$ cat src/rtl/axi_outstanding_limiter_pkg.sv
// axi_outstanding_limiter_pkg: state encoding, constants and default AXI channel types for the limiter
package axi_outstanding_limiter_pkg;

    typedef enum logic [1:0] {
        RUN    = 2'd0,
        DRAIN  = 2'd1,
        HALTED = 2'd2
    } state_e;

    localparam int StallCntWidth = 32;

    typedef struct packed {
        logic [3:0]  id;
        logic [31:0] addr;
        logic [7:0]  len;
    } default_aw_chan_t;

    typedef struct packed {
        logic [31:0] data;
        logic [3:0]  strb;
        logic        last;
    } default_w_chan_t;

    typedef struct packed {
        logic [3:0] id;
        logic [1:0] resp;
    } default_b_chan_t;

    typedef struct packed {
        logic [3:0]  id;
        logic [31:0] addr;
        logic [7:0]  len;
    } default_ar_chan_t;

    typedef struct packed {
        logic [3:0]  id;
        logic [31:0] data;
        logic [1:0]  resp;
        logic        last;
    } default_r_chan_t;

    typedef struct packed {
        default_aw_chan_t aw;
        logic             aw_valid;
        default_w_chan_t  w;
        logic             w_valid;
        logic             b_ready;
        default_ar_chan_t ar;
        logic             ar_valid;
        logic             r_ready;
    } default_req_t;

    typedef struct packed {
        logic            aw_ready;
        logic            ar_ready;
        logic            w_ready;
        default_b_chan_t b;
        logic            b_valid;
        default_r_chan_t r;
        logic            r_valid;
    } default_resp_t;

endpackage

$ cat src/rtl/axi_outstanding_limiter_txn_counter.sv
// axi_txn_counter: up/down count of in-flight transactions with full and underflow flags
module axi_txn_counter #(
    parameter int MaxCnt   = 4,
    parameter int CntWidth = 3
) (
    input  logic                clk_i,
    input  logic                rst_i,
    input  logic                inc_i,
    input  logic                dec_i,
    output logic [CntWidth-1:0] cnt_o,
    output logic                full_o,
    output logic                underflow_o
);

    logic [CntWidth-1:0] r_cnt;
    logic                w_up;
    logic                w_dn;

    assign w_up        = inc_i & ~dec_i;
    assign w_dn        = dec_i & ~inc_i & (r_cnt != '0);
    assign underflow_o = dec_i & ~inc_i & (r_cnt == '0);
    assign full_o      = r_cnt == CntWidth'(MaxCnt);
    assign cnt_o       = r_cnt;

    // accept adds one, retire removes one, a simultaneous pair cancels; a retire at zero is dropped
    always_ff @(posedge clk_i or posedge rst_i) begin
        if (rst_i)     r_cnt <= '0;
        else if (w_up) r_cnt <= r_cnt + 1'b1;
        else if (w_dn) r_cnt <= r_cnt - 1'b1;
    end

endmodule

$ cat src/rtl/axi_outstanding_limiter.sv
// axi_outstanding_limiter: caps in-flight AXI writes/reads and offers a flush/drain handshake.
// Optional limit-stall cycle counters are built when AXI_OUTSTANDING_LIMITER_STALL_CNT_EN is defined.
module axi_outstanding_limiter
    import axi_outstanding_limiter_pkg::*;
#(
    parameter type aw_chan_t = default_aw_chan_t,
    parameter type w_chan_t  = default_w_chan_t,
    parameter type b_chan_t  = default_b_chan_t,
    parameter type ar_chan_t = default_ar_chan_t,
    parameter type r_chan_t  = default_r_chan_t,
    parameter type req_t     = default_req_t,
    parameter type resp_t    = default_resp_t,
    parameter int  MaxWrTxns = 4,
    parameter int  MaxRdTxns = 4,
    localparam int CntWidth  = $clog2(((MaxWrTxns > MaxRdTxns) ? MaxWrTxns : MaxRdTxns) + 1)
) (
    input  logic                     clk_i,
    input  logic                     rst_i,
    input  logic                     flush_i,
    output logic                     idle_o,
    output logic [CntWidth-1:0]      wr_outstanding_o,
    output logic [CntWidth-1:0]      rd_outstanding_o,
    input  req_t                     slv_req_i,
    output resp_t                    slv_resp_o,
    output req_t                     mst_req_o,
    input  resp_t                    mst_resp_i,
    output logic [StallCntWidth-1:0] aw_stall_cnt_o,
    output logic [StallCntWidth-1:0] ar_stall_cnt_o
);

    state_e              r_state;
    logic                r_idle;
    logic [CntWidth-1:0] w_wr_cnt;
    logic [CntWidth-1:0] w_rd_cnt;
    logic                w_wr_full;
    logic                w_rd_full;
    logic                w_wr_underflow;
    logic                w_rd_underflow;
    logic                w_aw_allow;
    logic                w_ar_allow;
    logic                w_aw_hs;
    logic                w_b_hs;
    logic                w_ar_hs;
    logic                w_r_last_hs;
    aw_chan_t            w_aw;
    w_chan_t             w_w;
    b_chan_t             w_b;
    ar_chan_t            w_ar;
    r_chan_t             w_r;

    // gates come from registered state only, so a retire opens the gate one cycle later
    assign w_aw_allow  = (r_state == RUN) & ~w_wr_full;
    assign w_ar_allow  = (r_state == RUN) & ~w_rd_full;
    assign w_aw_hs     = slv_req_i.aw_valid & mst_resp_i.aw_ready & w_aw_allow;
    assign w_ar_hs     = slv_req_i.ar_valid & mst_resp_i.ar_ready & w_ar_allow;
    assign w_b_hs      = mst_resp_i.b_valid & slv_req_i.b_ready;
    assign w_r_last_hs = mst_resp_i.r_valid & slv_req_i.r_ready & mst_resp_i.r.last;

    assign w_aw = slv_req_i.aw;
    assign w_w  = slv_req_i.w;
    assign w_ar = slv_req_i.ar;
    assign w_b  = mst_resp_i.b;
    assign w_r  = mst_resp_i.r;

    // downstream request: payloads straight through, only AW/AR valid gated
    always_comb begin
        mst_req_o.aw       = w_aw;
        mst_req_o.aw_valid = slv_req_i.aw_valid & w_aw_allow;
        mst_req_o.w        = w_w;
        mst_req_o.w_valid  = slv_req_i.w_valid;
        mst_req_o.b_ready  = slv_req_i.b_ready;
        mst_req_o.ar       = w_ar;
        mst_req_o.ar_valid = slv_req_i.ar_valid & w_ar_allow;
        mst_req_o.r_ready  = slv_req_i.r_ready;
    end

    // upstream response: payloads straight through, only AW/AR ready gated
    always_comb begin
        slv_resp_o.aw_ready = mst_resp_i.aw_ready & w_aw_allow;
        slv_resp_o.ar_ready = mst_resp_i.ar_ready & w_ar_allow;
        slv_resp_o.w_ready  = mst_resp_i.w_ready;
        slv_resp_o.b        = w_b;
        slv_resp_o.b_valid  = mst_resp_i.b_valid;
        slv_resp_o.r        = w_r;
        slv_resp_o.r_valid  = mst_resp_i.r_valid;
    end

    axi_txn_counter #(
        .MaxCnt   (MaxWrTxns),
        .CntWidth (CntWidth)
    ) u_wr_cnt (
        .clk_i       (clk_i),
        .rst_i       (rst_i),
        .inc_i       (w_aw_hs),
        .dec_i       (w_b_hs),
        .cnt_o       (w_wr_cnt),
        .full_o      (w_wr_full),
        .underflow_o (w_wr_underflow)
    );

    axi_txn_counter #(
        .MaxCnt   (MaxRdTxns),
        .CntWidth (CntWidth)
    ) u_rd_cnt (
        .clk_i       (clk_i),
        .rst_i       (rst_i),
        .inc_i       (w_ar_hs),
        .dec_i       (w_r_last_hs),
        .cnt_o       (w_rd_cnt),
        .full_o      (w_rd_full),
        .underflow_o (w_rd_underflow)
    );

    // flush sequencing: RUN -> DRAIN until empty -> HALTED; idle is registered alongside the state
    always_ff @(posedge clk_i or posedge rst_i) begin
        if (rst_i) begin
            r_state <= RUN;
            r_idle  <= 1'b0;
        end else begin
            case (r_state)
                RUN: if (flush_i) r_state <= DRAIN;
                DRAIN: begin
                    if (!flush_i) r_state <= RUN;
                    else if (w_wr_cnt == '0 && w_rd_cnt == '0) begin
                        r_state <= HALTED;
                        r_idle  <= 1'b1;
                    end
                end
                HALTED: begin
                    if (!flush_i) begin
                        r_state <= RUN;
                        r_idle  <= 1'b0;
                    end
                end
                default: begin
                    r_state <= RUN;
                    r_idle  <= 1'b0;
                end
            endcase
        end
    end

    assign idle_o           = r_idle;
    assign wr_outstanding_o = w_wr_cnt;
    assign rd_outstanding_o = w_rd_cnt;

`ifdef AXI_OUTSTANDING_LIMITER_STALL_CNT_EN
    logic [StallCntWidth-1:0] r_aw_stall;
    logic [StallCntWidth-1:0] r_ar_stall;

    // count only cycles lost to the outstanding limit, saturating; drain blocking is not counted
    always_ff @(posedge clk_i or posedge rst_i) begin
        if (rst_i) begin
            r_aw_stall <= '0;
            r_ar_stall <= '0;
        end else begin
            if (slv_req_i.aw_valid && r_state == RUN && w_wr_full && r_aw_stall != '1)
                r_aw_stall <= r_aw_stall + 1'b1;
            if (slv_req_i.ar_valid && r_state == RUN && w_rd_full && r_ar_stall != '1)
                r_ar_stall <= r_ar_stall + 1'b1;
        end
    end

    assign aw_stall_cnt_o = r_aw_stall;
    assign ar_stall_cnt_o = r_ar_stall;
`else
    assign aw_stall_cnt_o = '0;
    assign ar_stall_cnt_o = '0;
`endif

    a_wr_no_underflow: assert property (@(posedge clk_i) disable iff (rst_i) !w_wr_underflow);
    a_rd_no_underflow: assert property (@(posedge clk_i) disable iff (rst_i) !w_rd_underflow);

endmodule
$ cat config.mk
export PLATFORM = sky130hd
export DESIGN_NAME = axi_outstanding_limiter
export DESIGN_NICKNAME = d
export VERILOG_FILES = /design/src/rtl/axi_outstanding_limiter_pkg.sv /design/src/rtl/axi_outstanding_limiter_txn_counter.sv /design/src/rtl/axi_outstanding_limiter.sv
export SDC_FILE = /design/constraint.sdc
export NUM_CORES = 1
export LEC_CHECK = 0
export BUFFER_PORTS_ARGS = -buffer_cell sky130_fd_sc_hd__buf_2
export CELL_PAD_IN_SITES_DETAIL_PLACEMENT = 2
export CELL_PAD_IN_SITES_GLOBAL_PLACEMENT = 2
export CORE_AREA = 5 5 165 167
export CTS_CLUSTER_DIAMETER = 60
export DETAILED_ROUTE_END_ITERATION = 8
export DIE_AREA = 0 0 170 172
export MAX_ROUTING_LAYER = met4
export PLACE_DENSITY_LB_ADDON = 0.3
export SYNTH_ARGS = -nofsm -noshare
export SYNTH_HDL_FRONTEND = slang
export SYNTH_SLANG_ARGS = --single-unit
$ cat constraint.sdc
create_clock -name clk_i -period 2.26 [get_ports clk_i]
set_clock_uncertainty 0.15 [all_clocks]
set_input_delay 0.452 -clock clk_i [delete_from_list [all_inputs] [get_ports clk_i]]
set_output_delay 0.452 -clock clk_i [all_outputs]
set_load 0.01 [all_outputs]
After elaboration in Yosys (flattened, before gate mapping) --
Index checks and enable logic that the tools add are counted.
Operators by class: shift-type cells 0, reductions and logical operators 10, multiply operators 0, add/subtract/negate cells 4, bitwise operators 26, multiplexer cells 13, equality and inequality tests 9, order comparisons 0, div/mod/pow operators 0
Operators with widths (count):
- AND 1 bit | 19
- two-way mux 3 bit | 4
- two-way mux 2 bit | 4
- != test 2 bit (second input constant) | 4
- NOT 1 bit | 7
- adder 3 x 1 -> 3 bit (second input constant) | 2
- == test 3 bit (second input constant) | 2
- zero test 3 bit | 2
- case mux 2 bit (3 select lines) | 1
- nonzero test 3 bit | 2
- subtractor 3 x 1 -> 3 bit (second input constant) | 2
- AND reduction 4 bit | 1
- nonzero test 2 bit | 2
- two-way mux 1 bit | 3
- != test 3 bit (second input constant) | 1
- case mux 1 bit (3 select lines) | 1
- AND reduction 3 bit | 1
- == test 2 x 1 -> 1 bit (second input constant) | 1
- == test 2 bit (second input constant) | 1
- zero test 2 bit | 1
- logical AND 1 bit | 1
Word-level totals: logic and storage cells 66, RAM bits 0, register bits 9, output and inout port bits 251, ROM bits 0, memories 0, bits of input ports 183, latch bits 0

Logic depth before layout (Yosys ltp) --
depth after elaboration 9, mapped depth 7, depth with buffers taken out 7

Cells and area by module --
Synthesis repeated with hierarchy kept, for this count alone.
Second synthesis, totals: cells, all modules 314, area, all modules 2467.4 µm²
By module, submodules not included:
- axi_outstanding_limiter | seq. area each 75.1 µm², cells each 266, area an instance 2026.9 µm², times used 1
- axi_txn_counter | seq. area each 75.1 µm², cells each 24, area an instance 220.2 µm², times used 2

Least setup slack after synthesis --
No wires, ideal clock.
path kind reg2reg, start register r_state[1], end register u_rd_cnt.r_cnt[2], in the netlist u_rd_cnt.cnt_o[2], setup time 0.079 ns, stages on the path, launching flop included 8, path slack 0.021 ns, required time 2.031 ns, arrival 2.009 ns, cells stage by stage dfrtp_1 > nor2_1 > and3_1 > nand3_1 > fa_1 > or3_1 > mux2i_1 > xor2_1
On the way: word-level cells in the longest chain between the ends 7, elaborated cells between the ends (all ways) 9, those cells by class mux (1); bitwise (6); reduce/logical (2)
RTL lines:
- start, declared | line axi_outstanding_limiter.sv:31 | state_e r_state;
- start signal, assigned | line axi_outstanding_limiter.sv:117 | r_state <= RUN;
- start signal, assigned | line axi_outstanding_limiter.sv:121 | RUN: if (flush_i) r_state <= DRAIN;
- start signal, assigned | line axi_outstanding_limiter.sv:123 | if (!flush_i) r_state <= RUN;
- zero test 2 bit * | line axi_outstanding_limiter.sv:53 | assign w_ar_allow = (r_state == RUN) & ~w_rd_full;
- AND 1 bit * | line axi_outstanding_limiter.sv:53
- AND 1 bit * | line axi_outstanding_limiter.sv:55 | assign w_ar_hs = slv_req_i.ar_valid & mst_resp_i.ar_ready & w_ar_allow;
- NOT 1 bit | line axi_outstanding_limiter_txn_counter.sv:20 | assign w_dn = dec_i & ~inc_i & (r_cnt != '0);
- AND 1 bit (2 in series) | line axi_outstanding_limiter_txn_counter.sv:20
- nonzero test 2 bit (no source line)
- end signal, assigned | line axi_outstanding_limiter_txn_counter.sv:28 | else if (w_up) r_cnt <= r_cnt + 1'b1;
- end signal, assigned | line axi_outstanding_limiter_txn_counter.sv:29 | else if (w_dn) r_cnt <= r_cnt - 1'b1;
- end, declared | line axi_outstanding_limiter_txn_counter.sv:15 | logic [CntWidth-1:0] r_cnt;
Every way passes the cells marked *; elsewhere a longest branch is shown, timed or not. A chain may end at the register's enable or synchronous reset.

Final worst setup path --
start register r_state[0], end register u_wr_cnt.r_cnt[2], in the netlist u_wr_cnt.cnt_o[2]
On the way: word-level cells in the longest chain between the ends 7, elaborated cells between the ends (all ways) 9, those cells by class mux (1); bitwise (6); reduce/logical (2)
RTL lines:
- zero test 2 bit * | line axi_outstanding_limiter.sv:52 | assign w_aw_allow = (r_state == RUN) & ~w_wr_full;
- AND 1 bit * | line axi_outstanding_limiter.sv:52
- AND 1 bit * | line axi_outstanding_limiter.sv:54 | assign w_aw_hs = slv_req_i.aw_valid & mst_resp_i.aw_ready & w_aw_allow;
- NOT 1 bit | line axi_outstanding_limiter_txn_counter.sv:20
- AND 1 bit (2 in series) | line axi_outstanding_limiter_txn_counter.sv:20
- nonzero test 2 bit (no source line)
- end signal, assigned | line axi_outstanding_limiter_txn_counter.sv:28
- end signal, assigned | line axi_outstanding_limiter_txn_counter.sv:29
- end, declared | line axi_outstanding_limiter_txn_counter.sv:15
Marked as above.

==> flow_summary_export.csv <==
group,metric,value,unit
clock_network,path_clk_slew,0.04,ns
worst_setup_path,reg2reg_slack,0.08,ns
worst_setup_path,reg2reg_to,"u_wr_cnt.cnt_o[2]$_DFFE_PP0P_",
cells_and_area,fillers,3060,
timing,period_needed,2.178,ns
synth,yosys.area_share.adder,0.01699,
power,power_leakage,0.7011,nW
synth,syn_area,2356,sq um
routing,first_pass_iters,2,
synth,synth-edff-count,0,
routing,drt-total-wl,5478,microns
timing,finalSetupTns,0,ns
synth,yosysWarnings,0,
routing,avgViaCountPerCell,1.978,
global_route,antenna_found_initial,0,
placed_design,gp_congestion,0.6276,
synth,synth_simple_gate_area_frac,0.06054,
timing,fin_crit_sh,0.9639,
worst_setup_path,rr_startpoint,"r_state[0]$_DFFE_PP0P_",
synth,synth_ff_type,"dfrtp_1",
cells_and_area,diodes,0,
synth,syn-instance-count,295,
global_route,grt.overflow.total,0,
cells_and_area,final_util,0.06120,
clock_network,cts_sinks,9,
floorplan,die_w,170,microns
clock_network,cts_tree,"yes",
synth,netlist_top_cells_area,"buf_4 (76%), dfrtp_1 (9.6%), fa_1 (1.7%)",
timing,hold_viol,0,
clock_network,h-tree-depth,1,
worst_setup_path,cpMaxStageDelayCell,"dfrtp_1",
floorplan,dieHeight,172,microns
synth,ys_ff_latch,9,
worst_setup_path,cp.arrival,2.19,ns
worst_setup_path,start_kind,"flop",
worst_setup_path,critPathKind,"reg2reg",
global_route,track_usage,0.03484,
status,status,"completed",
synth,synthMuxAreaShare,0.02655,
synth,synth.distinct_cells,24,
clock_network,clockRootBuffer,"clkbuf_16",
routing,wl_per_cell,10.96,microns
worst_setup_path,critPathCaptureType,"flop",
synth,yosysSeqAreaShare,0.09559,
cells_and_area,synthToLayoutAreaGrowth,-33.46,%
placed_design,dp.cells,492,
timing,setup_viol,0,
clock_network,clk_latency,0.24,ns
placed_design,port_buffers,27,
synth,yosysTopAreaCellShare,0.7647,
synth,yosysMostFrequentCell,"buf_4",
power,p_per_area,798.3,nW/um^2
routing,vias,989,
worst_setup_path,critPathMaxStageDelay,0.38,ns
timing,fmaxAchievable,0.4590,GHz
worst_setup_path,cp_max_fo,4,
timing,drv_slew,0,
power,vdd_drop_max,162.5,uV
floorplan,start_util,0.09197,
floorplan,dieArea,29240,sq um
worst_hold_path,hp-class,"in2async",
routing,drc,0,
placed_design,hpwl,4742,microns
global_route,grt_start_max_net_pins,10,
synth,ys_async_sr_fraction,1.000,
synth,synth_top_family_by_area,"buffers and inverters",
floorplan,rows,59,
routing,dr.first_iter.drc_count,34,
power,power,1.252,mW
cells_and_area,final_layout_size_suffix_gt1_frac,0.3333,
worst_setup_path,cp_data_required_time,2.27,ns
routing,drtAntennaViolNets,0,
worst_setup_path,r2r_cells,8,
synth,synth_compound_area_frac,0.01062,
floorplan,core,25620,sq um
worst_setup_path,cp_cell_sequence,"nor2_1 > buf_4 > and3_4 > nand3_2 > fa_2 > or3_1 > mux2i_1 > xor2_1",
worst_setup_path,startpoint,"r_state[0]$_DFFE_PP0P_",
floorplan,top_level_ports,434,
synth,syn_avg_cell_area,7.986,sq um
global_route,grt_pass1_vias,1173,
synth,synth_xor_area_frac,0.01859,
flow_run,maxCapViolCount,0,
clock_network,cts_made_buffers,3,
clock_network,cts_hold_buf,0,
synth,ys_top_cells_by_count,"buf_4 (240), dfrtp_1 (9)",
synth,synth_top_area_cell,"buf_4",
cells_and_area,stdcell_count,500,
cells_and_area,final_nets,351,
clock_network,clockBufferDepth,2,
global_route,grt_pass1_wl,7120,microns
[worst max-delay path by stage]
stage / to / slack [ns] / cells past startpoint
finish: u_wr_cnt.cnt_o[2]$_DFFE_PP0P_ / 0.08 / 8
global route: u_wr_cnt.cnt_o[2]$_DFFE_PP0P_ / -0.01 / 8
global placement: u_wr_cnt.cnt_o[2]$_DFFE_PP0P_ / 0.08 / 8
CTS: u_wr_cnt.cnt_o[2]$_DFFE_PP0P_ / 0.0007 / 8
detailed placement: u_wr_cnt.cnt_o[2]$_DFFE_PP0P_ / -0.05 / 8
floorplan: u_rd_cnt.cnt_o[2]$_DFFE_PP0P_ / 0.02 / 7
[power breakdown]
| part | total (mW) | internal [mW] | switching, mW | leakage (nW) |
|---|---|---|---|---|
| registers | 0.263 | 0.230 | 0.0336 | 0.109 |
| clock network | 0.328 | 0.237 | 0.0910 | 0.0382 |
| logic | 0.660 | 0.300 | 0.360 | 0.554 |
[per-stage QoR]
step,worst slack (ns),instance area (sq um),hold WS (ns)
5_1_grt,-0.01324,1568,0.1141
6_report,0.08151,1568,0.07219
3_3_place_gp,0.07750,1435,0.3246
3_5_place_dp,-0.05182,1435,0.3256
2_1_floorplan,0.02132,2592,0.1299
4_1_cts,0.0006690,1538,0.09741
[registers in the layout, indices dropped and copies added (netlist names)]
register,flops
u_wr_cnt.cnt_o,3
idle_o,1
r_state,2
u_rd_cnt.cnt_o,3
[final cells by class]
class | count | area, sq um | area share
sequential | 9 | 225.2 | 0.1437
multi-input combinational | 106 | 578.1 | 0.3687
tap | 335 | 419.2 | 0.2674
inverter | 3 | 11.26 | 0.007183
clock buffer | 4 | 78.83 | 0.05028
timing repair buffer | 43 | 255.2 | 0.1628
[layer usage]
metal  vias to the layer above  GRT usage  part of all wire
met1                       418    0.01974              0.21
met5                         -          -                 0
met4                         0    0.07639              0.22
met3                       101    0.01646              0.15
li1                        347          -                 -
met2                       123    0.04695              0.42
[critical path: cells and delay by family (launching register included)]
| family | cells | cell delay, ns |
|---|---|---|
| simple gates | 4 | 0.72 |
| flops | 1 | 0.38 |
| fa+ha+maj | 1 | 0.36 |
| mux | 1 | 0.17 |
| buf+inv | 1 | 0.16 |
| xor+xnor | 1 | 0.16 |
[placed cells by master (no fill, tap or decap), types with 3 or more instances in the layout]
master and n:
nor2_1 4, dfrtp_1 9, inv_1 3, buf_4 16
xnor2_1 3, buf_2 27, mux2i_1 4, clkbuf_16 3
nand2_1 4, conb_1 64
[logic make-up (layout without fill, tap and decap cells)]
family          count (synthesis)  after routing
mux                             6              6
other cells                     1             64
fa+ha+maj                       2              2
buf+inv                       243             50
flops                           9              9
compound gates                  4              4
xor+xnor                        5              5
simple gates                   25             25
[timing repair]
| action | 4_1_cts | 5_1_grt |
|---|---|---|
| endpoints found under the setup margin | 2 | 2 |
| pin swaps | 1 | 8 |
| hold endpoints to repair | 0 | 0 |
| resized for setup | 3 | 3 |
| setup buffers | 2 | 2 |
Note: power is estimated with default switching activity, not from simulation.
